==> src/rtl/dmi_req_guard_if.sv <==
// DMI link bundle around the request guard: DTM-side request/response and
// DM-side request/response handshakes.
interface dmi_req_guard_if;
    logic        up_req_valid_i;
    logic        up_req_ready_o;
    logic [6:0]  up_req_addr_i;
    logic [1:0]  up_req_op_i;
    logic [31:0] up_req_data_i;
    logic        up_resp_valid_o;
    logic        up_resp_ready_i;
    logic [31:0] up_resp_data_o;
    logic [1:0]  up_resp_code_o;
    logic        dm_req_valid_o;
    logic        dm_req_ready_i;
    logic [6:0]  dm_req_addr_o;
    logic [1:0]  dm_req_op_o;
    logic [31:0] dm_req_data_o;
    logic        dm_resp_valid_i;
    logic        dm_resp_ready_o;
    logic [31:0] dm_resp_data_i;
    logic [1:0]  dm_resp_code_i;

    modport slave (
        input  up_req_valid_i, up_req_addr_i, up_req_op_i, up_req_data_i,
        output up_req_ready_o,
        output up_resp_valid_o, up_resp_data_o, up_resp_code_o,
        input  up_resp_ready_i,
        output dm_req_valid_o, dm_req_addr_o, dm_req_op_o, dm_req_data_o,
        input  dm_req_ready_i,
        input  dm_resp_valid_i, dm_resp_data_i, dm_resp_code_i,
        output dm_resp_ready_o
    );

    modport master (
        output up_req_valid_i, up_req_addr_i, up_req_op_i, up_req_data_i,
        input  up_req_ready_o,
        input  up_resp_valid_o, up_resp_data_o, up_resp_code_o,
        output up_resp_ready_i,
        input  dm_req_valid_o, dm_req_addr_o, dm_req_op_o, dm_req_data_o,
        output dm_req_ready_i,
        output dm_resp_valid_i, dm_resp_data_i, dm_resp_code_i,
        input  dm_resp_ready_o
    );
endinterface

==> src/rtl/dmi_req_guard.sv <==
// DMI request queue and response watchdog between the JTAG DTM and the debug
// module; a silent DM is answered with a failed response instead of hanging.
//
// state   | meaning
// S_IDLE  | may issue the FIFO head to the DM once the response slot is empty
// S_WAIT  | one request outstanding, watchdog running
// S_DRAIN | timed out; swallow one late DM response or wait out another window
module dmi_req_guard #(
    parameter int DEPTH          = 2,
    parameter int TIMEOUT_CYCLES = 1024
) (
    input  logic           clk_i,
    input  logic           rst_i,
    dmi_req_guard_if.slave bus,
    output logic           busy_o,
    output logic [7:0]     timeout_cnt_o
);
    localparam int AW = $clog2(DEPTH);
    localparam int WW = $clog2(TIMEOUT_CYCLES);
    localparam int EW = 7 + 2 + 32;
    localparam logic [WW-1:0] WDOG_LAST = WW'(TIMEOUT_CYCLES - 1);
    localparam logic [WW-1:0] WDOG_ONE  = WW'(1);
    localparam logic [AW:0]   PTR_ONE   = (AW+1)'(1);

    typedef enum logic [1:0] {
        S_IDLE  = 2'd0,
        S_WAIT  = 2'd1,
        S_DRAIN = 2'd2
    } state_t;

    logic [EW-1:0] r_mem [DEPTH];
    logic [AW:0]   r_wr_ptr;
    logic [AW:0]   r_rd_ptr;
    state_t        r_state;
    logic [WW-1:0] r_wdog;
    logic          r_resp_valid;
    logic [31:0]   r_resp_data;
    logic [1:0]    r_resp_code;
    logic [7:0]    r_timeout_cnt;

    logic          w_empty;
    logic          w_full;
    logic          w_push;
    logic          w_pop;
    logic [EW-1:0] w_head;
    logic          w_dm_req_valid;
    logic          w_dm_resp_ready;
    logic          w_dm_resp_hs;
    logic          w_wdog_last;

    assign w_empty = (r_wr_ptr == r_rd_ptr);
    assign w_full  = (r_wr_ptr[AW] != r_rd_ptr[AW]) &&
                     (r_wr_ptr[AW-1:0] == r_rd_ptr[AW-1:0]);
    assign w_head  = r_mem[r_rd_ptr[AW-1:0]];

    // Only one DM transaction in flight, and never while a response waits for the DTM.
    assign w_dm_req_valid = (r_state == S_IDLE) && !w_empty && !r_resp_valid;
    assign w_push         = bus.up_req_valid_i && !w_full;
    assign w_pop          = w_dm_req_valid && bus.dm_req_ready_i;
    assign w_dm_resp_hs   = bus.dm_resp_valid_i && w_dm_resp_ready;
    assign w_wdog_last    = (r_wdog == WDOG_LAST);

    always_comb begin
        w_dm_resp_ready = 1'b0;
        case (r_state)
            S_WAIT:  w_dm_resp_ready = !r_resp_valid;
            S_DRAIN: w_dm_resp_ready = 1'b1;
            default: w_dm_resp_ready = 1'b0;
        endcase
    end

    always_ff @(posedge clk_i) begin
        if (rst_i) begin
            r_wr_ptr <= '0;
            r_rd_ptr <= '0;
            for (int i = 0; i < DEPTH; i++) begin
                r_mem[i] <= '0;
            end
        end else begin
            if (w_push) begin
                r_mem[r_wr_ptr[AW-1:0]] <= {bus.up_req_addr_i, bus.up_req_op_i, bus.up_req_data_i};
                r_wr_ptr <= r_wr_ptr + PTR_ONE;
            end
            if (w_pop) begin
                r_rd_ptr <= r_rd_ptr + PTR_ONE;
            end
        end
    end

    always_ff @(posedge clk_i) begin
        if (rst_i) begin
            r_state       <= S_IDLE;
            r_wdog        <= '0;
            r_resp_valid  <= 1'b0;
            r_resp_data   <= '0;
            r_resp_code   <= '0;
            r_timeout_cnt <= '0;
        end else begin
            if (r_resp_valid && bus.up_resp_ready_i) begin
                r_resp_valid <= 1'b0;
            end
            case (r_state)
                S_IDLE: begin
                    if (w_pop) begin
                        r_wdog  <= '0;
                        r_state <= S_WAIT;
                    end
                end
                S_WAIT: begin
                    // A response arriving on the expiry cycle still wins.
                    if (w_dm_resp_hs) begin
                        r_resp_valid <= 1'b1;
                        r_resp_data  <= bus.dm_resp_data_i;
                        r_resp_code  <= bus.dm_resp_code_i;
                        r_state      <= S_IDLE;
                    end else if (w_wdog_last) begin
                        r_resp_valid <= 1'b1;
                        r_resp_data  <= '0;
                        r_resp_code  <= 2'd2;
                        if (r_timeout_cnt != 8'hFF) begin
                            r_timeout_cnt <= r_timeout_cnt + 8'd1;
                        end
                        r_wdog  <= '0;
                        r_state <= S_DRAIN;
                    end else begin
                        r_wdog <= r_wdog + WDOG_ONE;
                    end
                end
                S_DRAIN: begin
                    if (bus.dm_resp_valid_i || w_wdog_last) begin
                        r_state <= S_IDLE;
                    end else begin
                        r_wdog <= r_wdog + WDOG_ONE;
                    end
                end
                default: r_state <= S_IDLE;
            endcase
        end
    end

    assign bus.up_req_ready_o  = !w_full;
    assign bus.up_resp_valid_o = r_resp_valid;
    assign bus.up_resp_data_o  = r_resp_data;
    assign bus.up_resp_code_o  = r_resp_code;
    assign bus.dm_req_valid_o  = w_dm_req_valid;
    assign bus.dm_req_addr_o   = w_head[40:34];
    assign bus.dm_req_op_o     = w_head[33:32];
    assign bus.dm_req_data_o   = w_head[31:0];
    assign bus.dm_resp_ready_o = w_dm_resp_ready;
    assign busy_o              = (r_state != S_IDLE) || !w_empty;
    assign timeout_cnt_o       = r_timeout_cnt;
endmodule
==> src/flat_wrapper.sv <==
// flat-port wrapper written by rule: the top's interface ports become plain ports
module dmi_req_guard_flat 
#(
    parameter int DEPTH          = 2,
    parameter int TIMEOUT_CYCLES = 1024
)
  (clk_i, rst_i, busy_o, timeout_cnt_o, bus_up_req_valid_i, bus_up_req_addr_i, bus_up_req_op_i, bus_up_req_data_i, bus_up_req_ready_o, bus_up_resp_valid_o, bus_up_resp_data_o, bus_up_resp_code_o, bus_up_resp_ready_i, bus_dm_req_valid_o, bus_dm_req_addr_o, bus_dm_req_op_o, bus_dm_req_data_o, bus_dm_req_ready_i, bus_dm_resp_valid_i, bus_dm_resp_data_i, bus_dm_resp_code_i, bus_dm_resp_ready_o);
  dmi_req_guard_if bus_i ();
  input  logic clk_i;
  input  logic rst_i;
  output logic busy_o;
  output logic [7:0] timeout_cnt_o;
  input wire logic [$bits(bus_i.up_req_valid_i)-1:0] bus_up_req_valid_i;
  input wire logic [$bits(bus_i.up_req_addr_i)-1:0] bus_up_req_addr_i;
  input wire logic [$bits(bus_i.up_req_op_i)-1:0] bus_up_req_op_i;
  input wire logic [$bits(bus_i.up_req_data_i)-1:0] bus_up_req_data_i;
  output wire logic [$bits(bus_i.up_req_ready_o)-1:0] bus_up_req_ready_o;
  output wire logic [$bits(bus_i.up_resp_valid_o)-1:0] bus_up_resp_valid_o;
  output wire logic [$bits(bus_i.up_resp_data_o)-1:0] bus_up_resp_data_o;
  output wire logic [$bits(bus_i.up_resp_code_o)-1:0] bus_up_resp_code_o;
  input wire logic [$bits(bus_i.up_resp_ready_i)-1:0] bus_up_resp_ready_i;
  output wire logic [$bits(bus_i.dm_req_valid_o)-1:0] bus_dm_req_valid_o;
  output wire logic [$bits(bus_i.dm_req_addr_o)-1:0] bus_dm_req_addr_o;
  output wire logic [$bits(bus_i.dm_req_op_o)-1:0] bus_dm_req_op_o;
  output wire logic [$bits(bus_i.dm_req_data_o)-1:0] bus_dm_req_data_o;
  input wire logic [$bits(bus_i.dm_req_ready_i)-1:0] bus_dm_req_ready_i;
  input wire logic [$bits(bus_i.dm_resp_valid_i)-1:0] bus_dm_resp_valid_i;
  input wire logic [$bits(bus_i.dm_resp_data_i)-1:0] bus_dm_resp_data_i;
  input wire logic [$bits(bus_i.dm_resp_code_i)-1:0] bus_dm_resp_code_i;
  output wire logic [$bits(bus_i.dm_resp_ready_o)-1:0] bus_dm_resp_ready_o;
  assign bus_i.up_req_valid_i = bus_up_req_valid_i;
  assign bus_i.up_req_addr_i = bus_up_req_addr_i;
  assign bus_i.up_req_op_i = bus_up_req_op_i;
  assign bus_i.up_req_data_i = bus_up_req_data_i;
  assign bus_up_req_ready_o = bus_i.up_req_ready_o;
  assign bus_up_resp_valid_o = bus_i.up_resp_valid_o;
  assign bus_up_resp_data_o = bus_i.up_resp_data_o;
  assign bus_up_resp_code_o = bus_i.up_resp_code_o;
  assign bus_i.up_resp_ready_i = bus_up_resp_ready_i;
  assign bus_dm_req_valid_o = bus_i.dm_req_valid_o;
  assign bus_dm_req_addr_o = bus_i.dm_req_addr_o;
  assign bus_dm_req_op_o = bus_i.dm_req_op_o;
  assign bus_dm_req_data_o = bus_i.dm_req_data_o;
  assign bus_i.dm_req_ready_i = bus_dm_req_ready_i;
  assign bus_i.dm_resp_valid_i = bus_dm_resp_valid_i;
  assign bus_i.dm_resp_data_i = bus_dm_resp_data_i;
  assign bus_i.dm_resp_code_i = bus_dm_resp_code_i;
  assign bus_dm_resp_ready_o = bus_i.dm_resp_ready_o;
  dmi_req_guard #(.DEPTH(DEPTH), .TIMEOUT_CYCLES(TIMEOUT_CYCLES)) u_core (.clk_i(clk_i), .rst_i(rst_i), .bus(bus_i), .busy_o(busy_o), .timeout_cnt_o(timeout_cnt_o));
endmodule
==> config.mk <==
export PLATFORM = sky130hd
export DESIGN_NAME = dmi_req_guard_flat
export DESIGN_NICKNAME = d
export VERILOG_FILES = /design/src/rtl/dmi_req_guard_if.sv /design/src/rtl/dmi_req_guard.sv /design/src/flat_wrapper.sv
export SDC_FILE = /design/constraint.sdc
export NUM_CORES = 1
export LEC_CHECK = 0
export ABC_CLOCK_PERIOD_IN_PS = 3200
export CORE_UTILIZATION = 43
export CTS_CLUSTER_SIZE = 10
export DETAILED_ROUTE_END_ITERATION = 12
export PLACE_DENSITY = 0.76
export SYNTH_ARGS = -nofsm -noshare
export SYNTH_HDL_FRONTEND = slang
export SYNTH_SLANG_ARGS = --single-unit
==> constraint.sdc <==
create_clock -name clk_i -period 3.2 [get_ports clk_i]
set_input_delay 0.48 -clock clk_i [delete_from_list [all_inputs] [get_ports clk_i]]
set_output_delay 0.48 -clock clk_i [all_outputs]
set_load 0.01 [all_outputs]
==> out/results.txt <==
first-pass GRT wire length -> 22.0 mm
Initial Utilization -> 43.9%
Final Util -> 61.4%
CTS buffer count -> 17
total grt overflow -> 0
Die ar. -> 14,700 µm²
post-route ant nets -> 0
Peak VDD IR -> 0.000398 V
cell count after synthesis -> 511
r2r setup slk -> 0.90 ns
clk sink count -> 142
routed wire length -> 14.2 mm
Die H -> 121 µm
Total GRT Usage -> 19.6%
Mapped Nets -> 599
H-tree lvl count -> 4
#FFs+latches synth -> 142
layout cell share with drive strength beyond 1 -> 13.2%
post-route design area -> 8530 µm²
Syn Std Cell Area -> 6100 µm²
number of enable flip-flop cells after synthesis -> 82
worst min path class -> in -> reg
Top FF cell, synth -> edfxtp_1
Worst Tran Pin Value -> 0.752 ns
Placement Cell Area -> 7990 µm²
RSZ-0062 raised after global routing -> false
Worst Setup End Kind -> primary output
Reg-to-Reg End -> u_core.r_wdog[2]$_SDFFE_PP0P_
PwrDens -> 635 nW/µm²
post-cts resize count -> 0
final setup TNS -> 0 ns
Max Root-Sink Buffers -> 2
Leakage -> 3.13 nW
routability cong. -> 0.875
post-synthesis sequential area ratio -> 60.1%
outcome -> complete, no violations
critical path fanouts, max -> 7
vias in the first global route -> 4,622
# rows -> 43
DR vias -> 4,575
Iteration-0 DRC Markers -> 302
Worst EP required -> 2.72 ns
IO Count -> 169
largest net degree at the start of global routing -> 50
Yosys warnings -> 0
Worst EP arrival -> 2.27 ns
Cell variety after synth -> 49
clk_lat worst skew -> 0.42 ns
diode count -> 0
hold path start -> rst_i
Wirelength per Cell -> 16.3 µm
final hold violation count -> 0
Setup Buffers After CTS -> 0
Clock transition at path regs -> 0.06 ns
width of the die -> 121 µm
area added between synthesis and finish -> 39.9%
Post-Route Skew -> 0.00644 ns
# setup viols final -> 0
layout net count -> 767
DRT Pass-1 Iters -> 4
clock root cell -> clkbuf_16
Fin Hold WS -> 0.455 ns
fraction of synthesis flops using an asynchronous set or reset pin -> 0%
initial antenna violation count -> 0
Max Slew Vio Count -> 0
# DRC -> 0
critical path type -> reg -> out
CTS tree -> done
hold depth -> 2
f_max -> 364 MHz
post-DP HPWL -> 9.17 mm
max-cap violations -> 0
critical path launch point type -> flip-flop
Slew HR -> 49.4%
fin crit share -> 85.9%
hold_buf cts -> 0
IO Port Bufs -> 168
core area -> 13,900 µm²
RR Startpoint -> u_core.r_state[0]$_SDFFE_PP0P_
Via density -> 5.25
R2R cell count -> 6
mean area per synthesized cell -> 11.9 µm²
minimum clock period -> 2.75 ns
==> cell type report <==
class | count | area (µm²)
sequential | 142 | 3660
timing repair buffer | 176 | 1740
fill | 1129 | 5360
tap | 180 | 225
clock inverter | 8 | 68.8
inverter | 9 | 33.8
multi-input combinational | 333 | 2330
clock buffer | 23 | 469
==> worst max path at each step <==
stage / from / endpoint / slack [ns] / cells past startpoint
CTS: u_core.r_state[0]$_SDFFE_PP0P_ / bus_dm_resp_ready_o / 0.45 / 5
floorplan: u_core.r_wr_ptr[0]$_SDFFE_PP0N_ / u_core.r_mem[1][0]$_SDFFCE_PN0P_ / 0.75 / 4
global route: u_core.r_state[0]$_SDFFE_PP0P_ / bus_dm_resp_ready_o / 0.35 / 5
finish: u_core.r_state[0]$_SDFFE_PP0P_ / bus_dm_resp_ready_o / 0.45 / 5
detailed placement: bus_up_req_valid_i / u_core.r_mem[0][13]$_SDFFCE_PN0P_ / 0.88 / 5
global placement: bus_up_req_valid_i / u_core.r_mem[0][2]$_SDFFCE_PN0P_ / 0.90 / 5
==> sequential cells by signal, summed over array words and instances (netlist names), named ones only <==
| name | flops |
|---|---|
| u_core.timeout_cnt_o | 8 |
| u_core.r_rd_ptr | 2 |
| u_core.r_wr_ptr | 2 |
| u_core.r_mem | 82 |
| u_core.r_state | 2 |
| u_core.bus.up_resp_code_o | 2 |
| u_core.r_wdog | 10 |
| u_core.bus.up_resp_valid_o | 1 |
| u_core.bus.up_resp_data_o | 32 |
==> worst max-delay path, cell delays in order (launching register included) <==
cell,delay (ns)
dfxtp_1,0.38
inv_1,0.11
ha_1,0.30
o21ai_1,0.45
nor2_1,0.10
clkdlybuf4s50_1,0.52
==> synthesized netlist by cell type (6+ instances only) <==
cell type / number / area [µm²]
a21oi_1: 11 / 55.1
a22oi_1: 33 / 248
and2_1: 85 / 532
clkbuf_1: 24 / 90.1
dfxtp_1: 60 / 1200
edfxtp_1: 82 / 2460
ha_1: 7 / 87.6
inv_1: 9 / 33.8
mux2_2: 41 / 462
nand2_1: 11 / 41.3
nand2b_1: 9 / 56.3
nand3_1: 9 / 45.0
nor2_1: 49 / 184
nor3_1: 6 / 30.0
o21ai_0: 9 / 45.0
==> cells by family after synthesis <==
kind of cell	after synthesis	synth area share (%)
fa+ha+maj	7	1.44
mux	43	7.90
xor+xnor	8	1.15
compound gates	79	9.18
flops	142	60.1
simple gates	196	18.0
buf+inv	36	2.22
==> placed cells by master (no fill, tap or decap), types with 3 or more instances in the layout <==
| cell | n |
|---|---|
| clkdlybuf4s50_1 | 167 |
| and2_1 | 85 |
| edfxtp_1 | 82 |
| dfxtp_1 | 59 |
| nor2_1 | 49 |
| mux2_2 | 41 |
| a22oi_1 | 33 |
| clkbuf_16 | 17 |
| nand2_1 | 11 |
| a21oi_1 | 10 |
| inv_1 | 9 |
| nand2b_1 | 9 |
| nand3_1 | 9 |
| o21ai_0 | 9 |
| buf_4 | 8 |
| ha_1 | 7 |
| clkinv_2 | 6 |
| o31ai_1 | 5 |
| nand4_1 | 5 |
| xor2_1 | 4 |
| xnor2_1 | 4 |
| nor3_1 | 4 |
| nor2b_1 | 3 |
| or3_1 | 3 |
| o211ai_1 | 3 |
| o21a_1 | 3 |
| a32oi_1 | 3 |
| or4_1 | 3 |
| clkbuf_4 | 3 |
==> per-layer routing <==
metal,GRT usage [%],up-vias,routed length (µm)
met3,6.81,21,1230
met4,8.33,0,251
met2,32.5,166,6920
met1,23.0,2213,5800
met5,0,-,0
li1,-,2175,-
==> report_power, final <==
group	total [mW]	switching (mW)	internal (mW)
combinational	1.45	0.678	0.767
clock	1.79	0.692	1.10
sequential	2.17	0.0526	2.12
total	5.41	1.42	3.99
==> through the flow <==
step                      setup slack [ns]  std cells  total power, mW
final                                0.453        871             5.41
after detailed placement             0.883        840             3.65
after global placement               0.904        840             3.62
after global routing                 0.353        871             5.64
after CTS                            0.451        871             5.47
after floorplan                      0.746        511             2.97
Note: power is estimated with default switching activity, not from simulation.
